### src/rtl/date_preset_display_pkg.sv
// Shared constants, segment decode and FSM state type for the preset-date display.
package date_display_pkg;

  // Active-low seven-segment codes, bit order gfedcba (bit 6 = g).
  localparam logic [6:0] SEG_BLANK = 7'b1111111;
  localparam logic [6:0] SEG_0     = 7'b1000000;
  localparam logic [6:0] SEG_1     = 7'b1111001;
  localparam logic [6:0] SEG_2     = 7'b0100100;
  localparam logic [6:0] SEG_3     = 7'b0110000;
  localparam logic [6:0] SEG_4     = 7'b0011001;
  localparam logic [6:0] SEG_5     = 7'b0010010;
  localparam logic [6:0] SEG_6     = 7'b0000010;
  localparam logic [6:0] SEG_7     = 7'b1111000;
  localparam logic [6:0] SEG_8     = 7'b0000000;
  localparam logic [6:0] SEG_9     = 7'b0010000;

  typedef enum logic [1:0] {
    BLANK = 2'd0,
    SHOW  = 2'd1,
    AUTO  = 2'd2
  } state_t;

  // Non-decimal codes 10-15 blank the digit rather than showing garbage.
  function automatic logic [6:0] bcd_to_seg(input logic [3:0] bcd);
    logic [6:0] seg;
    case (bcd)
      4'd0:    seg = SEG_0;
      4'd1:    seg = SEG_1;
      4'd2:    seg = SEG_2;
      4'd3:    seg = SEG_3;
      4'd4:    seg = SEG_4;
      4'd5:    seg = SEG_5;
      4'd6:    seg = SEG_6;
      4'd7:    seg = SEG_7;
      4'd8:    seg = SEG_8;
      4'd9:    seg = SEG_9;
      default: seg = SEG_BLANK;
    endcase
    return seg;
  endfunction

endpackage

### src/rtl/date_preset_display_btn_debounce.sv
// One active-low button: 2-flop synchroniser, stability counter and press pulse.
module btn_debounce #(
  parameter int DEBOUNCE_CYCLES = 500000
) (
  input  logic i_clk,
  input  logic i_rst,
  input  logic i_btn_n,
  output logic o_press
);

  localparam int CW = $clog2(DEBOUNCE_CYCLES + 1);
  localparam logic [CW-1:0] CNT_LAST = CW'(DEBOUNCE_CYCLES - 1);

  logic          r_sync1;
  logic          r_sync2;
  logic [CW-1:0] r_cnt;
  logic          r_level;
  logic          r_level_d;
  logic          r_press;

  // Bring the raw pin into the clock domain; reset to released so no false press.
  always_ff @(posedge i_clk or posedge i_rst) begin
    if (i_rst) begin
      r_sync1 <= 1'b1;
      r_sync2 <= 1'b1;
    end else begin
      r_sync1 <= i_btn_n;
      r_sync2 <= r_sync1;
    end
  end

  // Accept a new level only after DEBOUNCE_CYCLES consecutive differing samples.
  always_ff @(posedge i_clk or posedge i_rst) begin
    if (i_rst) begin
      r_cnt   <= {CW{1'b0}};
      r_level <= 1'b1;
    end else if (r_sync2 == r_level) begin
      r_cnt <= {CW{1'b0}};
    end else if (r_cnt == CNT_LAST) begin
      r_cnt   <= {CW{1'b0}};
      r_level <= r_sync2;
    end else begin
      r_cnt <= r_cnt + CW'(1);
    end
  end

  // One-cycle pulse on the debounced 1->0 (press) edge; release is ignored.
  always_ff @(posedge i_clk or posedge i_rst) begin
    if (i_rst) begin
      r_level_d <= 1'b1;
      r_press   <= 1'b0;
    end else begin
      r_level_d <= r_level;
      r_press   <= r_level_d & ~r_level;
    end
  end

  assign o_press = r_press;

endmodule

### src/rtl/date_preset_display.sv
// Preset-date display controller: debounced buttons pick a BCD preset,
// optional auto-rotate cycles through presets, registered seven-segment decode.
module date_preset_display
  import date_display_pkg::*;
#(
  parameter int NUM_DIGITS      = 6,
  parameter int NUM_PRESETS     = 3,
  parameter logic [NUM_PRESETS*NUM_DIGITS*4-1:0] PRESET_BCD = 72'h800817_800726_860822,
  parameter int DEBOUNCE_CYCLES = 500000,
  parameter int ROTATE_CYCLES   = 50000000
) (
  input  logic                           i_clk,
  input  logic                           i_rst,
  input  logic [NUM_PRESETS-1:0]         i_btn_n,
  input  logic                           i_auto_en,
  output logic [7*NUM_DIGITS-1:0]        o_seg,
  output logic [$clog2(NUM_PRESETS)-1:0] o_active_idx,
  output logic                           o_showing
);

  localparam int IW = $clog2(NUM_PRESETS);
  localparam int TW = $clog2(ROTATE_CYCLES + 1);
  localparam logic [IW-1:0] IDX_LAST   = IW'(NUM_PRESETS - 1);
  localparam logic [TW-1:0] TIMER_LAST = TW'(ROTATE_CYCLES - 1);

  logic [NUM_PRESETS-1:0] w_press;
  logic                   w_press_any;
  logic [IW-1:0]          w_press_idx;
  logic [3:0]             w_digit [NUM_DIGITS];

  state_t                  r_state;
  logic [IW-1:0]           r_idx;
  logic [TW-1:0]           r_timer;
  logic                    r_showing;
  logic [7*NUM_DIGITS-1:0] r_seg;

  genvar g;
  generate
    for (g = 0; g < NUM_PRESETS; g++) begin : g_btn
      btn_debounce #(
        .DEBOUNCE_CYCLES(DEBOUNCE_CYCLES)
      ) u_debounce (
        .i_clk  (i_clk),
        .i_rst  (i_rst),
        .i_btn_n(i_btn_n[g]),
        .o_press(w_press[g])
      );
    end
  endgenerate

  // Simultaneous presses: scan from the top so the lowest index is the one kept.
  always_comb begin
    w_press_any = |w_press;
    w_press_idx = {IW{1'b0}};
    for (int i = NUM_PRESETS - 1; i >= 0; i--) begin
      w_press_idx = w_press[i] ? IW'(i) : w_press_idx;
    end
  end

  // Mode FSM with rotate timer; an auto_en change is applied before the press rule.
  always_ff @(posedge i_clk or posedge i_rst) begin
    if (i_rst) begin
      r_state   <= BLANK;
      r_idx     <= {IW{1'b0}};
      r_timer   <= {TW{1'b0}};
      r_showing <= 1'b0;
    end else begin
      case (r_state)
        BLANK: begin
          if (i_auto_en) begin
            r_state   <= AUTO;
            r_showing <= 1'b1;
            r_timer   <= {TW{1'b0}};
            r_idx     <= w_press_any ? w_press_idx : {IW{1'b0}};
          end else if (w_press_any) begin
            r_state   <= SHOW;
            r_showing <= 1'b1;
            r_idx     <= w_press_idx;
          end else begin
            r_showing <= 1'b0;
          end
        end
        SHOW: begin
          if (i_auto_en) begin
            r_state   <= AUTO;
            r_showing <= 1'b1;
            r_timer   <= {TW{1'b0}};
            r_idx     <= w_press_any ? w_press_idx : r_idx;
          end else if (w_press_any && (w_press_idx == r_idx)) begin
            r_state   <= BLANK;
            r_showing <= 1'b0;
          end else if (w_press_any) begin
            r_idx     <= w_press_idx;
            r_showing <= 1'b1;
          end else begin
            r_showing <= 1'b1;
          end
        end
        AUTO: begin
          if (!i_auto_en) begin
            r_timer <= {TW{1'b0}};
            if (w_press_any && (w_press_idx == r_idx)) begin
              r_state   <= BLANK;
              r_showing <= 1'b0;
            end else if (w_press_any) begin
              r_state   <= SHOW;
              r_showing <= 1'b1;
              r_idx     <= w_press_idx;
            end else begin
              r_state   <= SHOW;
              r_showing <= 1'b1;
            end
          end else if (w_press_any) begin
            r_idx     <= w_press_idx;
            r_timer   <= {TW{1'b0}};
            r_showing <= 1'b1;
          end else if (r_timer == TIMER_LAST) begin
            r_idx     <= (r_idx == IDX_LAST) ? {IW{1'b0}} : r_idx + IW'(1);
            r_timer   <= {TW{1'b0}};
            r_showing <= 1'b1;
          end else begin
            r_timer   <= r_timer + TW'(1);
            r_showing <= 1'b1;
          end
        end
        default: begin
          r_state   <= BLANK;
          r_idx     <= {IW{1'b0}};
          r_timer   <= {TW{1'b0}};
          r_showing <= 1'b0;
        end
      endcase
    end
  end

  // Select the BCD nibbles of the preset currently latched.
  always_comb begin
    for (int i = 0; i < NUM_DIGITS; i++) begin
      w_digit[i] = PRESET_BCD[(int'(r_idx) * NUM_DIGITS + i) * 4 +: 4];
    end
  end

  // Registered decode: blank every digit while no preset is shown.
  always_ff @(posedge i_clk or posedge i_rst) begin
    if (i_rst) begin
      r_seg <= {NUM_DIGITS{SEG_BLANK}};
    end else begin
      for (int i = 0; i < NUM_DIGITS; i++) begin
        r_seg[7*i +: 7] <= r_showing ? bcd_to_seg(w_digit[i]) : SEG_BLANK;
      end
    end
  end

  assign o_seg        = r_seg;
  assign o_active_idx = r_idx;
  assign o_showing    = r_showing;

endmodule

### config.mk
export PLATFORM = sky130hd
export DESIGN_NAME = date_preset_display
export DESIGN_NICKNAME = d
export VERILOG_FILES = /design/src/rtl/date_preset_display_pkg.sv /design/src/rtl/date_preset_display_btn_debounce.sv /design/src/rtl/date_preset_display.sv
export SDC_FILE = /design/constraint.sdc
export NUM_CORES = 1
export LEC_CHECK = 0
export BUFFER_PORTS_ARGS = -buffer_cell sky130_fd_sc_hd__buf_2
export CORE_AREA = 2 2 145 90
export CTS_BUF_LIST = sky130_fd_sc_hd__clkbuf_4 sky130_fd_sc_hd__clkbuf_8
export DETAILED_ROUTE_END_ITERATION = 10
export DIE_AREA = 0 0 147 92
export PLACE_DENSITY = 0.83
export SYNTH_ARGS = -nofsm -noshare
export SYNTH_HDL_FRONTEND = slang
export SYNTH_HIERARCHICAL = 1
export SYNTH_SLANG_ARGS = --single-unit
### constraint.sdc
create_clock -name i_clk -period 2.8 [get_ports i_clk]
set_input_delay 0.42 -clock i_clk [delete_from_list [all_inputs] [get_ports i_clk]]
set_output_delay 0.42 -clock i_clk [all_outputs]
set_load 0.01 [all_outputs]
======== Word level (Yosys, flattened, before mapping) ========
Memories as Yosys holds them, arrays and structs flattened.
Cells that the tools add are included.
storage, ports and cells
  RAM bits ................................ 0
  output and inout port bits .............. 45
  bits in read-only memories .............. 672
  latch bits .............................. 0
  memories kept ........................... 6
  bits of input ports ..................... 6
  register bits after elaboration ......... 145
memory list
  name              words  bits a word  rd ports  clocked after Yosys merged registers in  write ports  RTL line                       source
  (name not given)  16     7            1         0                                        0            date_preset_display_pkg.sv:26  case (bcd)
  (name not given)  16     7            1         0                                        0            date_preset_display_pkg.sv:26
  (name not given)  16     7            1         0                                        0            date_preset_display_pkg.sv:26
  (name not given)  16     7            1         0                                        0            date_preset_display_pkg.sv:26
  (name not given)  16     7            1         0                                        0            date_preset_display_pkg.sv:26
  (name not given)  16     7            1         0                                        0            date_preset_display_pkg.sv:26
operators by class
  $mul .................................... 1
  eq/ne operators ......................... 16
  reductions and logical operators ........ 9
  $lt $le $gt $ge ......................... 0
  $add $sub $neg .......................... 10
  shift-type cells ........................ 6
  bitwise gates (word level) .............. 9
  divide/modulo/power cells ............... 0
  mux-type cells .......................... 42
operator list
  cell                      number
  $shiftx 72x32->4 const A  5
  $mux 19                   6
  $mux 26                   4
  $shiftx 72x9->4 const A   1
  $add 30x3->30 const B     2
  $add 19x1->19 const B     3
  $eq 19x19->1 const B      3
  $pmux 26 s2               1
  $mux 7                    6
  $mux 2                    17
  $add 30x2->30 const B     1
  $add 30x4->30 const B     1
  $add 26x1->26 const B     1
  $eq 26x26->1 const B      1
  $pmux 2 s3                2
  $add 5x3->6 const B       1
  $ne 3x3->1 const B        2
  $not 1->1                 6
  $reduce_and 2->1          3
  $mux 1                    5
  $eq 2x2->1 const B        2
  $mul 2x2->4 const B       1
  $ne 4x4->1 const B        1
  $reduce_or 2->1           2
  12 further kinds          16

======== Logic depth before layout (Yosys ltp) ========
Gate-level depths: netlist of the first run.
  word-level depth ........................ 8
  gate-level depth with buffers ........... 8
  depth with buffers taken out ............ 8

======== Hierarchy ========
Netlist of the first run, hierarchy kept.
by module, submodules not included
  module               instances  area an instance (um^2)  cells an instance
  btn_debounce         3          1152.4                   106
  date_preset_display  1          3118.0                   311

======== Least setup slack after synthesis of the first run ========
Ideal clock, no wire load.
  kind .................................... reg-to-reg
  start point ............................. register r_idx[0] (netlist: o_active_idx[0])
  end point ............................... register r_seg[31] (netlist: o_seg[31])
  data arrival time ....................... 2.230 ns
  setup slack ............................. 0.492 ns
  stages on the path, launching flop included .. 7
  period minus slack after synthesis ...... 2.308 ns
  cell sequence ........................... dfrtp_1 inv_1 ha_1 ha_1 a211o_1 or4b_2 o21ai_0
between the ends
  cells in the longest elaborated chain, start to end .. 5
ends and longest elaborated chain
  element                        RTL line                    source
  start, declared                date_preset_display.sv:32   logic [IW-1:0] r_idx;
  start signal, assigned         date_preset_display.sv:64   r_idx <= {IW{1'b0}};
  start signal, assigned         date_preset_display.sv:74   r_idx <= w_press_any ? w_press_idx : {IW{1'b0}};
  start signal, assigned         date_preset_display.sv:78   r_idx <= w_press_idx;
  $mul 2x2->4                    date_preset_display.sv:139  w_digit[i] = PRESET_BCD[(int'(r_idx) * NUM_DIGITS + i) * 4 +: 4];
  $add 30x4->30                  date_preset_display.sv:139
  $shiftx 72x32->4               date_preset_display.sv:139
  $mem_v2 16x7                   --
  $mux 7                         date_preset_display.sv:149  r_seg[7*i +: 7] <= r_showing ? bcd_to_seg(w_digit[i]) : SEG_BLANK;
  end signal, assigned           date_preset_display.sv:146  r_seg <= {NUM_DIGITS{SEG_BLANK}};
  end signal, assigned by index  date_preset_display.sv:149
  end, declared                  date_preset_display.sv:35   logic [7*NUM_DIGITS-1:0] r_seg;
No other way between the ends.
A chain may end at the register's enable or synchronous reset.

======== Final worst setup path of the first run ========
Ends and elaborated chain as after synthesis.

==> results of run 1 <==
## synthesized netlist by cell type (all sizes together) (2+ instances only)
| cell | count |
|---|---|
| a21bo | 3 |
| a21o | 4 |
| a21oi | 14 |
| a22o | 4 |
| a31oi | 2 |
| and2 | 4 |
| and3 | 12 |
| and4 | 9 |
| buf | 25 |
| clkbuf | 10 |
| dfrtp | 91 |
| dfstp | 38 |
| ha | 23 |
| inv | 20 |
| mux2 | 7 |
| mux2i | 2 |
| nand2 | 46 |
| nand2b | 9 |
| nand3 | 34 |
| nand4 | 22 |
| nand4b | 8 |
| nor2 | 78 |
| nor2b | 10 |
| nor3 | 12 |
| nor4 | 12 |
| nor4b | 2 |
| o21ai | 24 |
| o31ai | 4 |
| o41ai | 4 |
| or2 | 3 |
| or3 | 6 |
| or4 | 6 |
| or4b | 8 |
| xnor2 | 22 |
| xor2 | 39 |
## per-layer routing
layer | vias to the layer above | track usage, % | share of wire, %
li1 | 2257 | - | -
met1 | 2335 | 29.5 | 48
met2 | 214 | 29.5 | 44
met3 | 23 | 5.47 | 6.7
met4 | 0 | 5.61 | 1.1
met5 | - | 0 | 0
## cells by family after synthesis
| family | after synthesis | synth area share [%] |
|---|---|---|
| XOR/XNOR | 61 | 8.13 |
| flip-flops | 129 | 49.8 |
| buffers and inverters | 55 | 5.39 |
| multiplexers | 9 | 1.67 |
| adder cells (fa/ha/maj) | 23 | 4.38 |
| AO/OA/AOI/OAI | 70 | 7.00 |
| AND/OR/NAND/NOR | 281 | 23.6 |
| other | 1 | 0.0570 |
## sequential cells by signal (all words and copies together), names as in the netlist
register / flops
g_btn.u_debounce/r_cnt: 57
o_seg: 26
r_timer: 26
g_btn.u_debounce/o_press: 3
g_btn.u_debounce/r_level: 3
g_btn.u_debounce/r_level_d: 3
g_btn.u_debounce/r_sync1: 3
g_btn.u_debounce/r_sync2: 3
o_active_idx: 2
r_state: 2
o_showing: 1
## power by group through the flow
stage	clock network [mW]	registers [mW]	logic [mW]
floorplan	0	2.45	0.810
global placement	0	2.37	1.11
detailed placement	0	2.39	1.14
CTS	1.55	2.35	1.15
global route	1.65	2.39	1.26
finish	1.52	2.35	1.14
## path summary, 6_finish.rpt
path | start | to | cells past startpoint | slack, ns
worst max-delay path | o_active_idx[0]$_DFFE_PP0P_ | o_seg[31]$_DFF_PP1_ | 6 | 0.35
max in group asynchronous | i_rst | o_seg[15]$_DFF_PP1_ | 3 | 1.82
min in group asynchronous | i_rst | r_timer[22]$_DFFE_PP0P_ | 2 | 0.16
worst min-delay path | i_btn_n[2] | g_btn[2].u_debounce/r_sync1$_DFF_PP1_ | 1 | 0.07
worst min register to register | g_btn[1].u_debounce/r_sync1$_DFF_PP1_ | g_btn[1].u_debounce/r_sync2$_DFF_PP1_ | 0 | 0.35
worst max register to register | o_active_idx[0]$_DFFE_PP0P_ | o_seg[31]$_DFF_PP1_ | 6 | 0.35
## area by class of cell
class | instances | area share [%]
Clock buffer | 17 | 3.27
Clock inverter | 15 | 1.99
Inverter | 20 | 1.05
Multi-Input combinational cell | 445 | 41.1
Sequential cell | 129 | 45.7
Tap cell | 170 | 2.97
Timing Repair Buffer | 54 | 3.91
## placed cells by master (no fill, tap or decap), types with 10 or more instances in the layout
cell and n:
o21ai_0 23, nor2b_1 10, ha_1 23, nand3_1 33
dfrtp_1 91, buf_2 50, nand4_1 22, and3_1 12
a21oi_1 13, xor2_1 39, nand2_1 46, xnor2_1 22
nor4_1 11, nor2_1 77, dfstp_2 38, clkbuf_8 17
inv_1 19
## critical path, delay by kind of cell (launching register included)
kind | cells | cell delay (ns)
and+or+nand+nor | 1 | 0.62
adders and majority gates | 2 | 0.60
DFF | 1 | 0.50
AOI/OAI and AO/OA | 2 | 0.49
buffers and inverters | 1 | 0.16
==> impl_metrics.yaml, run 1 <==
run_status:
  status: "completed"
timing:
  setup_viol: 0
  layout_setup_ws_ns: 0.348
  min_period_ns: 2.45
  rsz0062_at_grt: "false"
  hold_slack_ns: 0.0724
  fmax_mhz: 408
  fin_crit_sh_pct: 87.6
  finalHoldViolations: 0
  slew_viol_final: 0
  slew_headroom_pct: 39.8
  fin_setup_tns_ns: 0
  worst_clock_skew_ns: 0.0134
  tightest_slew_ns: 0.902
power_and_ir_drop:
  intPower_mw: 3.37
  total_power_mw: 5.01
  power_density_nw_per_um2: 699
  clockPowerShare_pct: 30.3
  p_leak_nw: 3.15
  pwr-share-seq_pct: 46.9
  vdd_drop_max_uv: 362
  switching_power_mw: 1.63
  swShare_pct: 32.6
  comb_power_share_pct: 22.8
detailed_routing:
  wl_um: 12900
  vias_per_cell: 5.68
  vias: 4829
  drt_iter0_markers: 409
  drcViolationCount: 0
  ant_nets: 0
  first_pass_iters: 6
  wl_per_cell_um: 15.1
grt:
  grtUsageTotal_pct: 20.1
  grt_pass1_vias: 4560
  antenna_found_initial: 0
  grt_max_degree: 36
  grt_overflow_total: 0
  grt_pass1_wl_um: 21800
finish:
  antenna-diode-count: 0
  drive_gt1_share_pct: 21.9
  layout.nets: 696
  final_core_util_pct: 57.7
  final-instance-count-excl-fill: 850
  design_area_sq_um: 7170
  multi_input_area_sq_um: 2950
  seqCellArea_sq_um: 3280
  area_delta_synth_final_pct: 8.98
  fillers: 1032
place:
  place_area_sq_um: 6790
  place.gp.congestion: 0.901
  dp_slack_ns: 0.368
  port_buffers: 50
  place_inst: 818
  dpl.hpwl_um: 9120
cts:
  clock_sinks: 129
  cts_tree: "built"
  clk_pin_slew_worst_paths_ns: 0.08
  clockRootBuffer: "clkbuf_8"
  cts_hold_buf: 0
  ctsResizeCount: 0
  worstSkewPairLatency_ns: 0.44
  clock_tree.htree_level_count: 4
  cts_buffers: 17
  cts_setup_buffers: 0
  cts_buffer_depth: 2
synth:
  yosys_warnings: 6
  synth_seq_cells: 129
  synthTopCellsByArea: "dfrtp_1 (35%), dfstp_2 (15%), xor2_1 (5.2%), nor2_1 (4.4%), ha_1 (4.4%)"
  seq_area_frac_synth_pct: 49.8
  synthArstFlopShare_pct: 100
  ys_types: 64
  synth_top_area_cell: "dfrtp_1"
  synthesis.area_sq_um: 6580
  netlist_instances: 629
  ys.flop_type: "dfrtp_1"
  synth_edf_count: 0
  yosys.area.top_type_share_pct: 34.6
  synthesis.nets: 658
  avgSynthCellArea_sq_um: 10.5
floorplan:
  core_sq_um: 12400
  die_w_um: 147
  dieArea_sq_um: 13500
  start_util_pct: 53.0
  die-height_um: 92
  num_rows: 32
  top_level_ports: 51
worst_setup_path:
  worstPathRequired_ns: 3.16
  cp_cell_sequence: "inv_1, ha_1, ha_1, a211o_1, or4b_2, o21ai_0"
  critPathLaunchType: "flop"
  cp_max_fo: 9
  critical_path.max_stage_delay_ns: 0.62
  end_kind: "flop"
  crit_type: "reg -> reg"
  crit_arrival_ns: 2.81
  crit_path_top_delay_cell: "or4b_2"
  crit_path_frequent_cell: "ha_1"
flow_run:
  drv_cap: 0
min_path:
  hold_path_class: "in -> reg"
Note: power is estimated with default switching activity, not from simulation.
==> inputs of run 2 (changes only) <==
--- a/config.mk
+++ b/config.mk
@@ -6,10 +6,12 @@
 export NUM_CORES = 1
 export LEC_CHECK = 0
 export BUFFER_PORTS_ARGS = -buffer_cell sky130_fd_sc_hd__buf_2
+export CAP_MARGIN = 10
 export CORE_AREA = 2 2 145 90
 export CTS_BUF_LIST = sky130_fd_sc_hd__clkbuf_4 sky130_fd_sc_hd__clkbuf_8
 export DETAILED_ROUTE_END_ITERATION = 10
 export DIE_AREA = 0 0 147 92
+export HOLD_SLACK_MARGIN = 0.12
 export PLACE_DENSITY = 0.83
 export SYNTH_ARGS = -nofsm -noshare
 export SYNTH_HDL_FRONTEND = slang
==> run 2 against run 1 <==
  * Total power hardly changed
  * Highest routed layer unchanged
  * Largest power group unchanged
  * Sequential power hardly changed
  * Combinational power hardly changed
  * Routed wire length is 0.27% lower
  * Sequential share of layout area is 0.19 points lower
  * Via count is 0.39% lower
  * Setup slack better by 0.0072 ns
  * Clock power hardly changed
  * Count of clock-buffer cells in the layout stayed put
  * Clock skew hardly changed
  * Die area stayed put
==> impl_metrics.yaml, run 2 (same netlist as run 1, synthesis figures left out) <==
worst_setup_path:
  crit_arrival_ns: 2.80
  critical_path.max_stage_delay_ns: 0.63
  crit_path_frequent_cell: "ha_1"
  crit_path_top_delay_cell: "or4b_2"
  worstPathRequired_ns: 3.16
  end_kind: "flop"
  cp_cell_sequence: "inv_1, ha_1, ha_1, a211o_1, or4b_2, o21ai_0"
  critPathLaunchType: "flop"
  crit_type: "reg -> reg"
  cp_max_fo: 9
  reg2reg_depth: 6
timing:
  rsz0062_at_grt: "false"
  fin_crit_sh_pct: 87.3
  fmax_mhz: 409
  worst_clock_skew_ns: 0.0137
  setup_viol: 0
  tightest_slew_ns: 0.898
  layout_setup_ws_ns: 0.355
  slew_viol_final: 0
  fin_setup_tns_ns: 0
  finalHoldViolations: 0
  min_period_ns: 2.45
  slew_headroom_pct: 40.1
detailed_routing:
  drt_iter0_markers: 381
  first_pass_iters: 6
  wl_um: 12800
  ant_nets: 0
  wl_per_cell_um: 15.0
  drcViolationCount: 0
  vias_per_cell: 5.64
  vias: 4810
cts:
  worstSkewPairLatency_ns: 0.44
  cts_tree: "built"
  clock_tree.htree_level_count: 4
  clock_sinks: 129
  cts_buffers: 17
  clockRootBuffer: "clkbuf_8"
  cts_buffer_depth: 2
  clk_pin_slew_worst_paths_ns: 0.09
floorplan:
  top_level_ports: 51
  core_sq_um: 12400
  dieArea_sq_um: 13500
  die_w_um: 147
  start_util_pct: 53.0
  num_rows: 32
  die-height_um: 92
flow_run:
  drv_cap: 0
grt:
  grt_pass1_wl_um: 21800
  antenna_found_initial: 0
  grt_pass1_vias: 4565
  grt_overflow_total: 0
  grtUsageTotal_pct: 20.1
  grt_max_degree: 36
place:
  dp_slack_ns: 0.368
  dpl.hpwl_um: 9120
  port_buffers: 50
  place_inst: 818
  place_area_sq_um: 6790
  place.gp.congestion: 0.901
power_and_ir_drop:
  total_power_mw: 5.01
  p_leak_nw: 3.16
  vdd_drop_max_uv: 359
  power_density_nw_per_um2: 696
finish:
  design_area_sq_um: 7200
  final_cell_mix: "dfrtp_1 (91), nor2_1 (77), buf_2 (50), nand2_1 (46), xor2_1 (39)"
  final_common_cell: "dfrtp_1"
  layout.nets: 699
  area_delta_synth_final_pct: 9.44
  antenna-diode-count: 0
  final-instance-count-excl-fill: 853
  top_register: "g_btn.u_debounce/r_cnt"
  drive_gt1_share_pct: 21.8
  largest_register_ffs: 57
run_status:
  status: "completed"
min_path:
  hold_path_class: "in -> async"
run 2: changes by cell type in the layout (fill, tap and decap cells not counted), sizes merged:
cell	before	now
dlygate4sd3	0	3
run 2: cell type report:
cell class              count  area (sq um)
repair buffers             57           310
clock buffers              17           234
flip-flops and latches    129          3280
fillers                  1031          5220
inverters                  20          75.1
multi-input cells         445          2950
clock inverters            15           143
well taps                 170           213
run 2: per-layer routing:
layer / routed length, um / up-vias / track usage [%]
met5: 0 / - / 0
met4: 146 / 0 / 5.61
met3: 819 / 26 / 5.47
met2: 5680 / 195 / 29.5
met1: 6170 / 2323 / 29.5
li1: - / 2266 / -
run 2: critical path: cells and delay by family (launching register included):
kind | cells | cell delay [ns]
DFF | 1 | 0.49
adders and majority gates | 2 | 0.60
AOI/OAI and AO/OA | 2 | 0.49
buffers and inverters | 1 | 0.16
and+or+nand+nor | 1 | 0.63
run 2: power by group:
group          internal [mW]  switching, mW
combinational          0.451          0.691
sequential              2.20          0.147
clock                  0.724          0.790
run 2: worst paths after layout:
path | startpoint | to | slack (ns)
min in group i_clk | g_btn[1].u_debounce/r_sync1$_DFF_PP1_ | g_btn[1].u_debounce/r_sync2$_DFF_PP1_ | 0.35
max in group asynchronous | i_rst | o_seg[15]$_DFF_PP1_ | 1.82
worst max register to register | o_active_idx[0]$_DFFE_PP0P_ | o_seg[31]$_DFF_PP1_ | 0.35
worst max-delay path | o_active_idx[0]$_DFFE_PP0P_ | o_seg[31]$_DFF_PP1_ | 0.35
worst min register to register | g_btn[1].u_debounce/r_sync1$_DFF_PP1_ | g_btn[1].u_debounce/r_sync2$_DFF_PP1_ | 0.35
worst min-delay path | i_rst | r_timer[22]$_DFFE_PP0P_ | 0.16
run 2: timing repair:
action,in CTS,in global routing
hold buffers,3,0
setup buffers,0,0
resized for setup,0,0
endpoints found under the setup margin,0,0
hold endpoints to repair,3,0
run 2: per-stage QoR:
stage,utilization (%),hold WS [ns]
finish,58.0,0.159
global route,58.0,0.202
CTS,58.0,0.179
detailed placement,54.7,0.347
global placement,54.7,0.347
floorplan,-,0.345
==> inputs of run 3 (changes only) <==
--- a/config.mk
+++ b/config.mk
@@ -7,13 +7,12 @@
 export LEC_CHECK = 0
 export BUFFER_PORTS_ARGS = -buffer_cell sky130_fd_sc_hd__buf_2
 export CAP_MARGIN = 10
-export CORE_AREA = 2 2 145 90
+export CORE_AREA = 2 2 141 88
 export CTS_BUF_LIST = sky130_fd_sc_hd__clkbuf_4 sky130_fd_sc_hd__clkbuf_8
 export DETAILED_ROUTE_END_ITERATION = 10
-export DIE_AREA = 0 0 147 92
+export DIE_AREA = 0 0 143 90
 export HOLD_SLACK_MARGIN = 0.12
 export PLACE_DENSITY = 0.83
 export SYNTH_ARGS = -nofsm -noshare
 export SYNTH_HDL_FRONTEND = slang
-export SYNTH_HIERARCHICAL = 1
 export SYNTH_SLANG_ARGS = --single-unit
==> run 3 against run 2 <==
  * Cell area decreased by 1.8%
  * Utilization up 2.6 points
  * Sequential power barely moved
  * First-iteration DRC count fell by 21%
  * Global-route usage down 0.81 points
  * Critical path depth unchanged
  * Register-to-register slack got worse by 0.05 ns
  * Critical path type unchanged
  * Via count shrank 6.8%
  * Largest cell class unchanged
  * Critical endpoint unchanged
==> impl_metrics.yaml, run 3 <==
run_status:
  status: "completed"
synth:
  synthesis.nets: 645
  synthArstFlopShare_pct: 100
  netlist_instances: 616
  synth_seq_cells: 129
  synth_edf_count: 0
  yosys.area.top_type_share_pct: 36.3
  ys_types: 54
  synthTopCellsByArea: "dfrtp_1 (36%), dfstp_2 (16%), nor2_1 (6.2%), xnor2_1 (5.0%), xor2_1 (4.9%)"
  seq_area_frac_synth_pct: 52.2
  synthesis.area_sq_um: 6280
  synth_most_common_cell: "nor2_1"
  avgSynthCellArea_sq_um: 10.2
  synthTopCellsByCount: "nor2_1 (103), dfrtp_1 (91), nand2_1 (46)"
  yosys_warnings: 0
  ys.flop_type: "dfrtp_1"
  synth_top_area_cell: "dfrtp_1"
detailed_routing:
  vias: 4484
  drcViolationCount: 0
  ant_nets: 0
  first_pass_iters: 4
  drt_iter0_markers: 301
  wl_per_cell_um: 13.6
  vias_per_cell: 5.33
  wl_um: 11400
grt:
  antenna_found_initial: 0
  grt_max_degree: 68
  grt_pass1_vias: 4303
  grt_pass1_wl_um: 20100
  grtUsageTotal_pct: 19.3
  grt_overflow_total: 0
worst_setup_path:
  cp_max_fo: 9
  worstPathRequired_ns: 3.14
  crit_path_top_delay_cell: "or4b_2"
  crit_path_frequent_cell: "ha_1"
  crit_arrival_ns: 2.84
  end_kind: "flop"
  cp_cell_sequence: "inv_1, ha_1, ha_1, a211o_1, or4b_2, o21bai_1"
  critical_path.max_stage_delay_ns: 0.67
  cpLargestDelayFamily: "simple AND/OR/NAND/NOR gates"
  crit_type: "reg -> reg"
  critPathLaunchType: "flop"
  cp.buffers_inverters: 1
min_path:
  hold_path_class: "reg -> reg"
floorplan:
  start_util_pct: 53.8
  die_w_um: 143
  core_sq_um: 11700
  num_rows: 31
  top_level_ports: 51
  die-height_um: 90
  dieArea_sq_um: 12900
power_and_ir_drop:
  p_leak_nw: 3.11
  swShare_pct: 30.1
  intPower_mw: 3.64
  clockPowerShare_pct: 32.0
  vdd_drop_max_uv: 362
  pwr-share-seq_pct: 45.2
  comb_power_share_pct: 22.8
  power_density_nw_per_um2: 737
  switching_power_mw: 1.57
cts:
  worstSkewPairLatency_ns: 0.43
  cts_setup_buffers: 0
  cts_hold_buf: 4
  cts_buffers: 17
  clk_pin_slew_worst_paths_ns: 0.07
  cts_tree: "built"
  clock_tree.htree_level_count: 4
  clockRootBuffer: "clkbuf_8"
  ctsResizeCount: 0
  clock_sinks: 129
  cts_buffer_depth: 2
timing:
  fmax_mhz: 401
  worst_clock_skew_ns: 0.0123
  finalHoldViolations: 0
  min_period_ns: 2.49
  rsz0062_at_grt: "false"
  fin_setup_tns_ns: 0
  slew_headroom_pct: 35.0
  fin_crit_sh_pct: 89.1
  setup_viol: 0
  tightest_slew_ns: 0.974
  slew_viol_final: 0
finish:
  final_cell_mix: "nor2_1 (103), dfrtp_1 (91), buf_2 (50), nand2_1 (46), dfstp_2 (38)"
  layout.nets: 692
  final_common_cell: "nor2_1"
  multi_input_area_sq_um: 2720
  largest_register_ffs: 57
  drive_gt1_share_pct: 21.2
  seqCellArea_sq_um: 3280
  antenna-diode-count: 0
  fillers: 909
  final_core_util_pct: 60.5
  area_delta_synth_final_pct: 12.6
  top_register: "g_btn.u_debounce.r_cnt"
place:
  port_buffers: 50
  dpl.hpwl_um: 7700
  place.gp.congestion: 0.866
flow_run:
  drv_cap: 0
[run 3: worst paths after layout]
kind                                                       start                                    end  slack [ns]  cells past startpoint
max reg2reg                          o_active_idx[0]$_DFFE_PP0P_                    o_seg[31]$_DFF_PP1_        0.31                      6
max in group asynchronous                                  i_rst                    o_seg[19]$_DFF_PP1_        1.81                      4
min in group asynchronous                                  i_rst                r_timer[11]$_DFFE_PP0P_        0.65                      4
min reg2reg                g_btn[1].u_debounce.r_sync1$_DFF_PP1_  g_btn[1].u_debounce.r_sync2$_DFF_PP1_        0.36                      0
min                        g_btn[1].u_debounce.r_sync1$_DFF_PP1_  g_btn[1].u_debounce.r_sync2$_DFF_PP1_        0.36                      0
max                                  o_active_idx[0]$_DFFE_PP0P_                    o_seg[31]$_DFF_PP1_        0.31                      6
[run 3: final cells by class]
class,instances,area share (%)
repair buffers,57,4.78
well taps,165,2.92
multi-input cells,432,38.5
clock buffers,22,4.11
flip-flops and latches,129,46.3
inverters,26,1.43
clock inverters,10,1.88
[run 3: power by group through the flow]
stage	clock, mW	sequential (mW)	combinational [mW]
2_1_floorplan	0	2.45	0.827
4_1_cts	1.71	2.36	1.19
5_1_grt	1.79	2.39	1.32
6_report	1.67	2.35	1.19
3_3_place_gp	0	2.37	1.15
3_5_place_dp	0	2.39	1.18
[run 3: cell families (layout without fill, tap and decap cells)]
kind of cell             Yosys count  after routing  share of synthesized area, %
multiplexers                       8              8                          1.42
AND/OR/NAND/NOR                  286            286                          23.1
XOR/XNOR                          71             71                          9.91
other                              1              1                        0.0598
AO/OA/AOI/OAI                     43             43                          4.35
buffers and inverters             55            115                          4.41
flip-flops                       129            129                          52.2
adder cells (fa/ha/maj)           23             23                          4.59
[run 3: through the flow]
| step | instance area [sq um] | hold WS [ns] | power (mW) | setup slack, ns | std cells |
|---|---|---|---|---|---|
| detailed placement | 6610 | 0.347 | 3.56 | 0.388 | 805 |
| floorplan | 6280 | 0.345 | 3.28 | 0.516 | 616 |
| finish | 7070 | 0.356 | 5.21 | 0.306 | 841 |
| global route | 7070 | 0.361 | 5.51 | 0.189 | 841 |
| global placement | 6610 | 0.347 | 3.52 | 0.485 | 805 |
| CTS | 7070 | 0.357 | 5.26 | 0.321 | 841 |
[run 3: worst reg2reg max path, delay by kind of cell, from the launching register on]
kind / cells / cell delay [ns]
buf+inv: 1 / 0.21
fa+ha+maj: 2 / 0.58
simple gates: 1 / 0.67
compound gates: 2 / 0.47
flops: 1 / 0.50
[run 3: per-layer routing]
metal	up-vias	global-route usage (%)	share of wire, %
met3	9	4.79	4.6
met5	-	0	0
met1	2199	28.2	50
met2	108	28.7	45
li1	2168	-	-
met4	0	5.61	0.72
